[config.mk]
export PLATFORM = sky130hd
export DESIGN_NAME = mac_pad_serdes
export DESIGN_NICKNAME = d
export VERILOG_FILES = /design/src/rtl/mac_pad_serdes.sv
export SDC_FILE = /design/constraint.sdc
export NUM_CORES = 1
export LEC_CHECK = 0
export BUFFER_PORTS_ARGS = -buffer_cell sky130_fd_sc_hd__buf_2
export CAP_MARGIN = 5
export CORE_UTILIZATION = 51
export CTS_CLUSTER_SIZE = 28
export DETAILED_ROUTE_END_ITERATION = 8
export PLACE_DENSITY_LB_ADDON = 0.1
export SYNTH_ARGS = -nofsm -noshare
export SYNTH_HDL_FRONTEND = slang
export SYNTH_SLANG_ARGS = --single-unit
[constraint.sdc]
create_clock -name clk -period 10.88 [get_ports clk]
set_clock_uncertainty 0.15 [all_clocks]
set_input_delay 2.176 -clock clk [delete_from_list [all_inputs] [get_ports clk]]
set_output_delay 2.176 -clock clk [all_outputs]
set_load 0.005 [all_outputs]
[src/rtl/mac_pad_serdes.sv]
// Narrow-pad front end for the MAC core: assembles operands from PAD_W-bit beats, starts the
// core, and streams the result back out. Define MAC_PAD_SERDES_PARITY_EN for odd parity on din.
module mac_pad_serdes #(
  parameter int PAD_W = 8,
  parameter int A_W   = 16,
  parameter int B_W   = 16,
  parameter int ACC_W = 32
) (
  input  logic             clk,
  input  logic             rst,
  input  logic [PAD_W-1:0] din,
  input  logic             din_valid,
  input  logic             din_sof,
  input  logic             din_par,
  output logic             busy,
  output logic [PAD_W-1:0] dout,
  output logic             dout_valid,
  input  logic             dout_ready,
  output logic             err,
  output logic [A_W-1:0]   a_o,
  output logic [B_W-1:0]   b_o,
  output logic [ACC_W-1:0] acc_in_o,
  output logic             core_start,
  input  logic             core_done,
  input  logic [ACC_W-1:0] core_result
);

  localparam int SH_W      = A_W + B_W + ACC_W;
  localparam int IN_BEATS  = SH_W / PAD_W;
  localparam int OUT_BEATS = ACC_W / PAD_W;
  localparam int IN_CNT_W  = (IN_BEATS > 1) ? $clog2(IN_BEATS) : 1;
  localparam int OUT_CNT_W = (OUT_BEATS > 1) ? $clog2(OUT_BEATS) : 1;

  if ((A_W % PAD_W) != 0 || (B_W % PAD_W) != 0 || (ACC_W % PAD_W) != 0) begin : g_width_check
    $error("mac_pad_serdes: A_W, B_W and ACC_W must be multiples of PAD_W");
  end

  typedef enum logic [1:0] {
    S_LOAD,
    S_ISSUE,
    S_WAIT,
    S_UNLOAD
  } state_e;

  state_e               state_q, state_d;
  logic [IN_CNT_W-1:0]  beat_cnt_q, beat_cnt_d;
  logic [OUT_CNT_W-1:0] out_cnt_q, out_cnt_d;
  logic [SH_W-1:0]      shadow_q, shadow_d;
  logic [A_W-1:0]       a_q, a_d;
  logic [B_W-1:0]       b_q, b_d;
  logic [ACC_W-1:0]     acc_q, acc_d;
  logic [ACC_W-1:0]     shift_q, shift_d;
  logic [IN_CNT_W-1:0]  slot;
  logic                 par_ok;

`ifdef MAC_PAD_SERDES_PARITY_EN
  logic err_q;

  assign par_ok = ^{din, din_par};

  always_ff @(posedge clk or posedge rst) begin
    if (rst) begin
      err_q <= 1'b0;
    end else if (state_q == S_LOAD && din_valid && !par_ok) begin
      err_q <= 1'b1;
    end
  end

  assign err = err_q;
`else
  logic unused_par;

  assign unused_par = din_par;
  assign par_ok     = 1'b1;
  assign err        = 1'b0;
`endif

  // A start-of-frame beat always lands in slot 0, whatever the running count.
  assign slot = din_sof ? '0 : beat_cnt_q;

  always_comb begin
    // NOTE: every variable gets a default before the case so no path can infer a latch.
    state_d    = state_q;
    beat_cnt_d = beat_cnt_q;
    out_cnt_d  = out_cnt_q;
    shadow_d   = shadow_q;
    a_d        = a_q;
    b_d        = b_q;
    acc_d      = acc_q;
    shift_d    = shift_q;

    unique case (state_q)
      S_LOAD: begin
        if (din_valid) begin
          if (!par_ok) begin
            beat_cnt_d = '0;
          end else begin
            shadow_d[slot*PAD_W +: PAD_W] = din;
            if (slot == IN_CNT_W'(IN_BEATS - 1)) begin
              // Operands are loaded on the way into ISSUE so they are stable alongside core_start.
              beat_cnt_d = '0;
              a_d        = shadow_d[0 +: A_W];
              b_d        = shadow_d[A_W +: B_W];
              acc_d      = shadow_d[A_W+B_W +: ACC_W];
              state_d    = S_ISSUE;
            end else begin
              beat_cnt_d = slot + IN_CNT_W'(1);
            end
          end
        end
      end

      S_ISSUE, S_WAIT: begin
        if (core_done) begin
          shift_d = core_result;
          state_d = S_UNLOAD;
        end else begin
          state_d = S_WAIT;
        end
      end

      S_UNLOAD: begin
        if (dout_ready) begin
          shift_d = shift_q >> PAD_W;
          if (out_cnt_q == OUT_CNT_W'(OUT_BEATS - 1)) begin
            out_cnt_d = '0;
            state_d   = S_LOAD;
          end else begin
            out_cnt_d = out_cnt_q + OUT_CNT_W'(1);
          end
        end
      end

      default: state_d = S_LOAD;
    endcase
  end

  always_ff @(posedge clk or posedge rst) begin
    if (rst) begin
      state_q    <= S_LOAD;
      beat_cnt_q <= '0;
      out_cnt_q  <= '0;
      shadow_q   <= '0;
      a_q        <= '0;
      b_q        <= '0;
      acc_q      <= '0;
      shift_q    <= '0;
    end else begin
      // NOTE: non-blocking assignments so every register samples the pre-edge values.
      state_q    <= state_d;
      beat_cnt_q <= beat_cnt_d;
      out_cnt_q  <= out_cnt_d;
      shadow_q   <= shadow_d;
      a_q        <= a_d;
      b_q        <= b_d;
      acc_q      <= acc_d;
      shift_q    <= shift_d;
    end
  end

  assign busy       = (state_q != S_LOAD);
  assign core_start = (state_q == S_ISSUE);
  assign dout_valid = (state_q == S_UNLOAD);
  assign dout       = (state_q == S_UNLOAD) ? shift_q[PAD_W-1:0] : '0;
  assign a_o        = a_q;
  assign b_o        = b_q;
  assign acc_in_o   = acc_q;

endmodule

==> flow_metrics.py, run 1 <==
metrics = {
    "timing": {
        "post-route-period-util_pct": 43.7,
        "relSlewSlack_pct": 20.1,
        "fmax_ghz": 0.210,
        "period_needed_ns": 4.75,
        "setup_viol": 0,
        "setup_tns_ns": 0,
        "hold_violations": 0,
        "rsz0062_at_grt": "no",
        "drv_slew": 0,
        "tightest_slew_ns": 1.20,
        "fin_hold_ws_ns": 0.335,
    },
    "worst_hold_path": {
        "min_path_cells": 1,
        "min_path_type": "register to register",
        "whs_endpoint": "a_o[7]",
        "min-delay-start": "a_o[7]",
    },
    "global_route": {
        "antenna_found_initial": 0,
        "gr-total-overflow": 0,
        "grt_pass1_vias": 5193,
        "grt_max_degree": 121,
        "grt_pass1_wl_mm": 26.8,
        "grtUsageTotal_pct": 21.8,
    },
    "synth": {
        "syn_area_per_cell_um2": 11.9,
        "yosysSeqAreaShare_pct": 54.7,
        "netlist_instances": 641,
        "ys_ff_latch": 167,
        "synth_area_um2": 7640,
        "async_flop_share_pct": 100,
        "ys_warn_count": 0,
        "synth_edf_count": 0,
        "ys.flop_type": "dfrtp_1",
        "synthDistinctLibCells": 40,
        "syn-num-nets": 698,
    },
    "flow_run": {
        "cap_violations": 0,
    },
    "routing": {
        "wl_per_cell_um": 16.8,
        "route.met2.wl_mm": 7.46,
        "wirelength_mm": 15.8,
        "drc": 0,
        "vias": 5025,
        "wl_met3_um": 695,
        "topRoutingLayerUsed": "met4",
        "ant_nets": 0,
        "routed_via_density": 5.35,
        "drt-initial-drc-count": 200,
        "wl_met1_mm": 7.36,
        "drt_first_pass_iters": 4,
    },
    "placement": {
        "dp.cells": 909,
        "gp_congestion": 0.827,
        "port_buffers": 120,
        "hpwl_mm": 10.6,
    },
    "cells_and_area": {
        "drive_above_1_share_pct": 28.2,
        "nets": 801,
        "instances_no_fill": 940,
        "diodes": 0,
        "syn2layout_area_growth_pct": 16.9,
        "fin_util_pct": 61.2,
    },
    "setup_path": {
        "startpoint": "din_sof",
        "worst_ep_required_time_ns": 11.03,
        "arrival_ns": 4.90,
        "cp_max_fo": 9,
        "critPathLaunchType": "input pin",
        "r2r-start": "beat_cnt_q[0]",
        "r2r-end": "shadow_q[39]",
        "r2r_slack_ns": 7.68,
        "worst-setup-path-type": "input pin to register",
        "reg2regPathDepth": 7,
        "cp-end-kind": "register",
    },
    "clocking": {
        "cts_resized": 0,
        "clkTransAtPathRegs_ns": 0.06,
        "cts_root_buffer": "clkbuf_16",
        "clock_latency_ns": 0.42,
        "cts_setup_buffers": 0,
        "cts_tree": "yes",
        "ctsHtreeMaxLevel": 4,
        "clock-sinks": 167,
        "cts_hold_buf": 0,
        "cts-buffers-inserted": 17,
        "clock_path_buffers": 2,
    },
    "status": {
        "status": "complete, no violations",
    },
    "die": {
        "dieArea_um2": 15500,
        "io_pins": 123,
        "die_x_um": 124,
        "die_h_um": 124,
        "rows": 44,
        "coreArea_um2": 14600,
        "floorplan.initialDensity_pct": 52.4,
    },
    "power": {
        "worst_ir_drop_vdd_v": 0.000185,
        "p_leak_nw": 4.55,
        "power-per-cell-area_nw_per_um2": 221,
    },
}
==> metrics by stage <==
step | area (µm²) | setup WS [ns] | total power, mW
after CTS | 8930 | 6.16 | 1.99
after floorplan | 7640 | 4.04 | 1.19
after detailed placement | 8300 | 5.72 | 1.33
final | 8930 | 6.13 | 1.98
after global routing | 8930 | 5.96 | 2.10
after global placement | 8300 | 5.89 | 1.30
==> where the power goes <==
part / total [mW] / switching [mW] / internal, mW
Sequential: 0.794 / 0.0612 / 0.733
Combinational: 0.530 / 0.307 / 0.224
Clock: 0.651 / 0.234 / 0.417
==> worst max-delay path: stages <==
cell and delay, ns:
buf_2 0.14, nand2b_1 0.25, ha_1 0.27, ha_1 0.32
nor2b_1 0.32, o211ai_1 0.50, or2_1 0.54, mux2_1 0.38
==> worst max-delay path by stage <==
stage	end	cells past startpoint	slack (ns)
2_1_floorplan	a_o[0]	1	4.04
3_3_place_gp	shadow_q[39]	8	5.89
3_5_place_dp	shadow_q[39]	8	5.72
4_1_cts	shadow_q[34]	8	6.16
5_1_grt	shadow_q[39]	8	5.96
6_report	shadow_q[39]	8	6.13
==> metal layers <==
layer,up-vias,track usage [%]
met5,-,0
met4,0,7.65
met2,103,34.3
met1,2482,29.8
met3,21,5.07
li1,2419,-
==> logic make-up (layout without fill, tap and decap cells) <==
logic type,Yosys count,count (layout),synth area share (%)
AO/OA/AOI/OAI,97,97,6.94
multiplexers,154,154,22.6
AND/OR/NAND/NOR,167,167,11.0
adder cells (fa/ha/maj),10,10,1.64
buffers and inverters,44,159,3.03
other,1,1,0.0491
XOR/XNOR,1,1,0.115
flip-flops,167,167,54.7
==> placed cells by master (no fill, tap or decap), types with 4 or more instances in the layout <==
cell / n
and3_4: 4
nor3b_1: 9
nand2b_1: 6
ha_1: 9
mux2_4: 24
mux2_1: 22
inv_1: 5
nand2_1: 11
clkbuf_16: 17
mux2i_1: 80
mux2_2: 28
a21oi_1: 81
nor2_1: 86
nor2b_1: 10
dfrtp_1: 167
a22o_1: 9
bufinv_16: 5
buf_2: 120
and2_1: 23
nand3_1: 4
==> flip-flops by register name (all words and copies together), names as in the netlist <==
register	flops
out_cnt_q	2
state_q	2
shift_q	32
shadow_q	64
acc_in_o	32
beat_cnt_q	3
a_o	16
b_o	16
==> synthesized netlist by cell type, types with 10 or more instances <==
master / count / area, µm²
ha_1: 10 / 125
nor2b_1: 10 / 62.6
nand2_1: 11 / 41.3
clkbuf_1: 11 / 41.3
mux2i_1: 80 / 801
nor2_1: 86 / 323
mux2_1: 22 / 248
buf_2: 14 / 70.1
a21oi_1: 81 / 405
and2_1: 23 / 144
mux2_4: 24 / 360
dfrtp_1: 167 / 4180
mux2_2: 28 / 315
==> cell type report <==
type / instances / area (µm²)
fillers: 1178 / 5660
repair buffers: 121 / 608
multi-input cells: 430 / 3250
well taps: 184 / 230
flip-flops and latches: 167 / 4180
inverters: 7 / 31.3
clock buffers: 22 / 464
clock inverters: 9 / 173
No activity file was read; power rests on OpenSTA's default activity.
==> inputs of run 2 (changes only) <==
==> constraint.sdc (replaced) <==
create_clock -name clk -period 4.67 [get_ports clk]
set_clock_uncertainty 0.15 [all_clocks]
set_input_delay 0.934 -clock clk [delete_from_list [all_inputs] [get_ports clk]]
set_output_delay 0.934 -clock clk [all_outputs]
set_load 0.005 [all_outputs]
==> flow_metrics.py, run 2 (synthesis gave the netlist of run 1 again) <==
metrics = {
    "cells_and_area": {
        "multi_input_area_um2": 3250,
        "syn2layout_area_growth_pct": 17.5,
        "final_area_um2": 8970,
        "nets": 804,
        "mostFrequentLayoutCells": "dfrtp_1, buf_2, nor2_1",
        "fillers": 1171,
        "top_register": "shadow_q",
        "drive_above_1_share_pct": 28.5,
        "regArea_um2": 4180,
        "layout_commonest_cell": "dfrtp_1",
        "largest_reg_flops": 64,
        "instances_no_fill": 944,
    },
    "clocking": {
        "ctsHtreeMaxLevel": 4,
        "cts_resized": 0,
        "cts_tree": "yes",
        "clock_latency_ns": 0.42,
        "clkTransAtPathRegs_ns": 0.06,
        "cts-buffers-inserted": 17,
        "cts_root_buffer": "clkbuf_16",
        "clock_path_buffers": 2,
        "cts_hold_buf": 0,
        "cts_setup_buffers": 0,
        "clock-sinks": 167,
    },
    "routing": {
        "drt_first_pass_iters": 4,
        "drc": 0,
        "routed_via_density": 5.27,
        "wirelength_mm": 15.4,
        "vias": 4974,
        "wl_per_cell_um": 16.3,
        "ant_nets": 0,
        "drt-initial-drc-count": 275,
    },
    "global_route": {
        "grt_pass1_vias": 5064,
        "grtUsageTotal_pct": 21.1,
        "grt_max_degree": 108,
        "grt_pass1_wl_mm": 25.6,
        "antenna_found_initial": 0,
        "gr-total-overflow": 0,
    },
    "worst_hold_path": {
        "min-delay-start": "a_o[2]",
        "whs_endpoint": "a_o[2]",
        "min_path_cells": 1,
        "min_path_type": "register to register",
    },
    "timing": {
        "setup_tns_ns": 0,
        "tightest_slew_ns": 1.11,
        "relSlewSlack_pct": 25.8,
        "hold_violations": 0,
        "period_needed_ns": 3.43,
        "rsz0062_at_grt": "no",
        "post-route-period-util_pct": 73.5,
        "drv_slew": 0,
        "setup_viol": 0,
        "fmax_ghz": 0.291,
    },
    "die": {
        "die_h_um": 124,
        "coreArea_um2": 14600,
        "rows": 44,
        "floorplan.initialDensity_pct": 52.4,
        "die_x_um": 124,
        "dieArea_um2": 15500,
        "io_pins": 123,
    },
    "flow_run": {
        "cap_violations": 0,
    },
    "power": {
        "power-per-cell-area_nw_per_um2": 509,
        "worst_ir_drop_vdd_v": 0.000570,
        "p_leak_nw": 4.57,
    },
    "status": {
        "status": "complete, no violations",
    },
    "setup_path": {
        "worst-setup-path-type": "input pin to register",
        "startpoint": "din_sof",
        "arrival_ns": 3.58,
        "reg2regPathDepth": 7,
        "cp_max_fo": 9,
        "critPathLaunchType": "input pin",
        "r2r-end": "shadow_q[37]",
        "r2r-start": "beat_cnt_q[2]",
        "cp-end-kind": "register",
        "worst_ep_required_time_ns": 4.82,
        "r2r_slack_ns": 1.50,
    },
    "placement": {
        "gp_congestion": 0.806,
        "dp.cells": 912,
        "place_area_um2": 8330,
        "hpwl_mm": 10.6,
        "port_buffers": 120,
    },
}
[run 2: cell type report]
type	instances	share of cell area [%]
flip-flops and latches	167	46.6
multi-input cells	430	36.2
repair buffers	124	7.17
clock buffers	25	5.63
well taps	184	2.57
clock inverters	6	1.52
inverters	7	0.335
diodes	1	0.0279
[run 2: metal layers]
layer | global-route usage (%) | vias to the layer above | routed length (µm)
li1 | - | 2427 | -
met1 | 28.3 | 2422 | 7150
met2 | 32.7 | 108 | 7230
met3 | 6.10 | 17 | 750
met4 | 7.37 | 0 | 261
met5 | 0 | - | 0
[run 2: worst max-delay path by stage]
| stage | cells past startpoint | endpoint | slack (ns) |
|---|---|---|---|
| 4_1_cts | 8 | shadow_q[36] | 1.24 |
| 3_5_place_dp | 8 | shadow_q[36] | 0.80 |
| 6_report | 8 | shadow_q[37] | 1.24 |
| 5_1_grt | 8 | shadow_q[37] | 1.07 |
| 3_3_place_gp | 8 | shadow_q[36] | 0.92 |
| 2_1_floorplan | 1 | a_o[0] | 1.46 |
[run 2: critical path, stage by stage]
cell and delay [ns]:
buf_2 0.14, nand2b_1 0.24, ha_1 0.26, ha_1 0.31, nor2b_1 0.30, o211ai_1 0.49, or2_1 0.53, mux2_1 0.37
[run 2: metrics by stage]
step	worst slack, ns	total power, mW	hold slack [ns]	utilization, %
after floorplan	1.46	2.78	0.309	-
after global routing	1.07	4.85	0.357	61.5
after CTS	1.24	4.62	0.335	61.5
after detailed placement	0.796	3.09	0.321	57.1
final	1.24	4.56	0.332	61.5
after global placement	0.920	3.03	0.313	57.1
[run 2: power by group]
| part | switching, mW | internal [mW] |
|---|---|---|
| registers | 0.134 | 1.71 |
| logic | 0.698 | 0.521 |
| clock network | 0.540 | 0.966 |
| total | 1.37 | 3.19 |
==> inputs of run 3 (changes only) <==
--- a/config.mk
+++ b/config.mk
@@ -5,6 +5,7 @@
 export SDC_FILE = /design/constraint.sdc
 export NUM_CORES = 1
 export LEC_CHECK = 0
+export ABC_AREA = 1
 export BUFFER_PORTS_ARGS = -buffer_cell sky130_fd_sc_hd__buf_2
 export CAP_MARGIN = 5
 export CORE_UTILIZATION = 51
==> constraint.sdc (replaced) <==
create_clock -name clk -period 3 [get_ports clk]
set_clock_uncertainty 0.15 [all_clocks]
set_input_delay 0.6 -clock clk [delete_from_list [all_inputs] [get_ports clk]]
set_output_delay 0.6 -clock clk [all_outputs]
set_load 0.005 [all_outputs]
==> flow_metrics.py, run 3 <==
metrics = {
    "routing": {
        "wirelength_mm": 19.4,
        "ant_nets": 0,
        "vias": 7094,
        "drt-initial-drc-count": 598,
        "drc": 0,
        "drt_first_pass_iters": 7,
        "wl_per_cell_um": 13.7,
        "routed_via_density": 5.03,
    },
    "cells_and_area": {
        "diodes": 0,
        "nets": 1240,
        "mostFrequentLayoutCells": "nand2_1, nand3_1, dfrtp_1",
        "drive_above_1_share_pct": 18.5,
        "top_register": "shadow_q",
        "layout_commonest_cell": "nand2_1",
        "largest_reg_flops": 64,
        "syn2layout_area_growth_pct": 17.1,
        "fillers": 1472,
        "final_area_um2": 9850,
    },
    "synth": {
        "synth_simple_gate_area_share_pct": 33.3,
        "yosysTopAreaCell": "dfrtp_1",
        "ys_warn_count": 0,
        "async_flop_share_pct": 100,
        "synthXorXnorAreaFrac_pct": 0,
        "synthTopCellsByArea": "dfrtp_1, nand2_1, nand3_1",
        "yosysSeqAreaShare_pct": 49.7,
        "netlist_instances": 1076,
        "synth_mux_area_share_pct": 0,
        "ys_top_cells_by_count": "nand2_1, nand3_1, dfrtp_1",
        "ys_ff_latch": 167,
        "synth-adder-area-share_pct": 1.49,
        "syn_area_per_cell_um2": 7.81,
        "ys.flop_type": "dfrtp_1",
        "syn-num-nets": 1133,
        "synth_area_um2": 8410,
        "yosysTopAreaCellShare_pct": 49.7,
        "synth_top_family_by_area": "simple AND/OR/NAND/NOR gates",
        "synthDistinctLibCells": 30,
        "synth-compound-area-share_pct": 5.84,
        "synth.most_common_cell": "nand2_1",
        "synth_edf_count": 0,
    },
    "die": {
        "coreArea_um2": 16000,
        "rows": 46,
        "io_pins": 123,
        "die_h_um": 130,
        "die_x_um": 130,
        "floorplan.initialDensity_pct": 52.5,
        "dieArea_um2": 17000,
    },
    "power": {
        "internal_power_mw": 5.53,
        "p_leak_nw": 5.58,
        "p_switching_mw": 3.24,
        "power_frac_comb_pct": 36.2,
        "power-per-cell-area_nw_per_um2": 891,
        "worst_ir_drop_vdd_v": 0.000761,
        "switching_share_pct": 37.0,
        "total_power_mw": 8.77,
        "clkPwrFrac_pct": 28.0,
        "seqPwrFrac_pct": 35.8,
    },
    "setup_path": {
        "crit_chain": "ha_2 > buf_4 > nand2_1 > inv_1 > buf_2",
        "worst_ep_required_time_ns": 2.25,
        "startpoint": "state_q[0]",
        "slowest_delay_ns": 0.40,
        "cp_max_fo": 38,
        "critPathSlowestCell": "dfrtp_1",
        "worst-setup-path-type": "register to output port",
        "r2r-start": "beat_cnt_q[1]",
        "cp-end-kind": "output port",
        "critPathLaunchType": "register",
        "arrival_ns": 1.66,
    },
    "timing": {
        "tightest_slew_ns": 0.730,
        "hold_violations": 0,
        "relSlewSlack_pct": 51.3,
        "period_needed_ns": 2.41,
        "setup_viol": 0,
        "post-route-period-util_pct": 80.4,
        "rsz0062_at_grt": "no",
        "fmax_ghz": 0.415,
        "drv_slew": 0,
        "setup_tns_ns": 0,
    },
    "placement": {
        "gp_congestion": 0.836,
        "hpwl_mm": 12.8,
        "port_buffers": 120,
        "place_area_um2": 9190,
    },
    "global_route": {
        "grtUsageTotal_pct": 24.8,
        "gr-total-overflow": 0,
        "antenna_found_initial": 0,
        "grt_pass1_vias": 6590,
        "grt_max_degree": 133,
        "grt_pass1_wl_mm": 32.5,
    },
    "flow_run": {
        "cap_violations": 0,
    },
    "clocking": {
        "clock_latency_ns": 0.43,
        "ctsHtreeMaxLevel": 4,
        "cts-buffers-inserted": 17,
        "cts_hold_buf": 0,
        "clock_path_buffers": 2,
        "cts_tree": "yes",
        "clock-sinks": 167,
        "cts_setup_buffers": 0,
        "cts_root_buffer": "clkbuf_16",
        "cts_resized": 0,
        "clkTransAtPathRegs_ns": 0.06,
    },
    "status": {
        "status": "complete, no violations",
    },
    "worst_hold_path": {
        "min_path_type": "input pin to async pin",
    },
}
run 3: cell types whose count changed after synthesis, moves of 17 or more:
| cell | previous run | this run |
|---|---|---|
| a21oi_1 | 81 | 9 |
| and2_1 | 23 | 1 |
| nor2_1 | 86 | 20 |
| inv_1 | 6 | 120 |
| nand2_1 | 11 | 387 |
| nand3_1 | 4 | 226 |
| mux2_1 | 22 | 0 |
| mux2_4 | 24 | 0 |
| mux2i_1 | 80 | 0 |
| mux2_2 | 28 | 0 |
| o21ai_2 | 0 | 17 |
run 3: final cells by class:
type,instances,area (µm²),share of cell area [%]
Clock buffer,20,457,4.64
Clock inverter,9,199,2.02
Inverter,128,487,4.94
Multi-Input combinational cell,728,3430,34.9
Sequential cell,167,4180,42.4
Tap cell,216,270,2.74
Timing Repair Buffer,141,821,8.34
run 3: kinds of logic after synthesis:
group | Yosys count
fa+ha+maj | 10
flops | 167
buf+inv | 181
simple gates | 652
other cells | 1
compound gates | 65
run 3: worst max-delay path, delay by kind of cell (launching register included):
kind	cells	cell delay (ns)
buffers and inverters	3	0.51
and+or+nand+nor	1	0.09
adders and majority gates	1	0.23
DFF	1	0.40
run 3: power groups by stage:
stage	Sequential (mW)	Clock, mW	Combinational, mW
2_1_floorplan	3.12	0	2.62
3_3_place_gp	3.15	0	3.10
3_5_place_dp	3.17	0	3.19
4_1_cts	3.14	2.50	3.20
5_1_grt	3.22	2.58	3.68
6_report	3.14	2.46	3.17
run 3: worst paths after layout:
| path | endpoint | slack (ns) | cells after the start |
|---|---|---|---|
| hold / removal | a_o[8] | 0.17 | 3 |
| setup / recovery | dout[3] | 0.59 | 5 |
| max in group asynchronous | b_o[5] | 1.92 | 3 |
| min in group clk | shift_q[8] | 0.26 | 3 |
| hold reg to reg | acc_in_o[8] | 0.32 | 2 |
| setup reg to reg | acc_in_o[5] | 0.75 | 9 |
run 3: per-layer routing:
layer  global-route usage, %  part of all wire (%)  vias up
li1                        -                     -     3642
met2                    38.6                    46      142
met4                    8.52                   1.4        0
met5                       0                     0        -
met3                    4.15                   3.8       22
met1                    35.3                    49     3288
run 3: metrics by stage:
step	std cells	hold slack [ns]	utilization (%)	setup slack, ns
finish	1409	0.171	61.5	0.588
global route	1409	0.211	61.5	0.432
CTS	1409	0.176	61.5	0.559
detailed placement	1380	0.310	57.4	0.292
global placement	1380	0.308	57.4	0.322
floorplan	1076	0.299	-	0.123
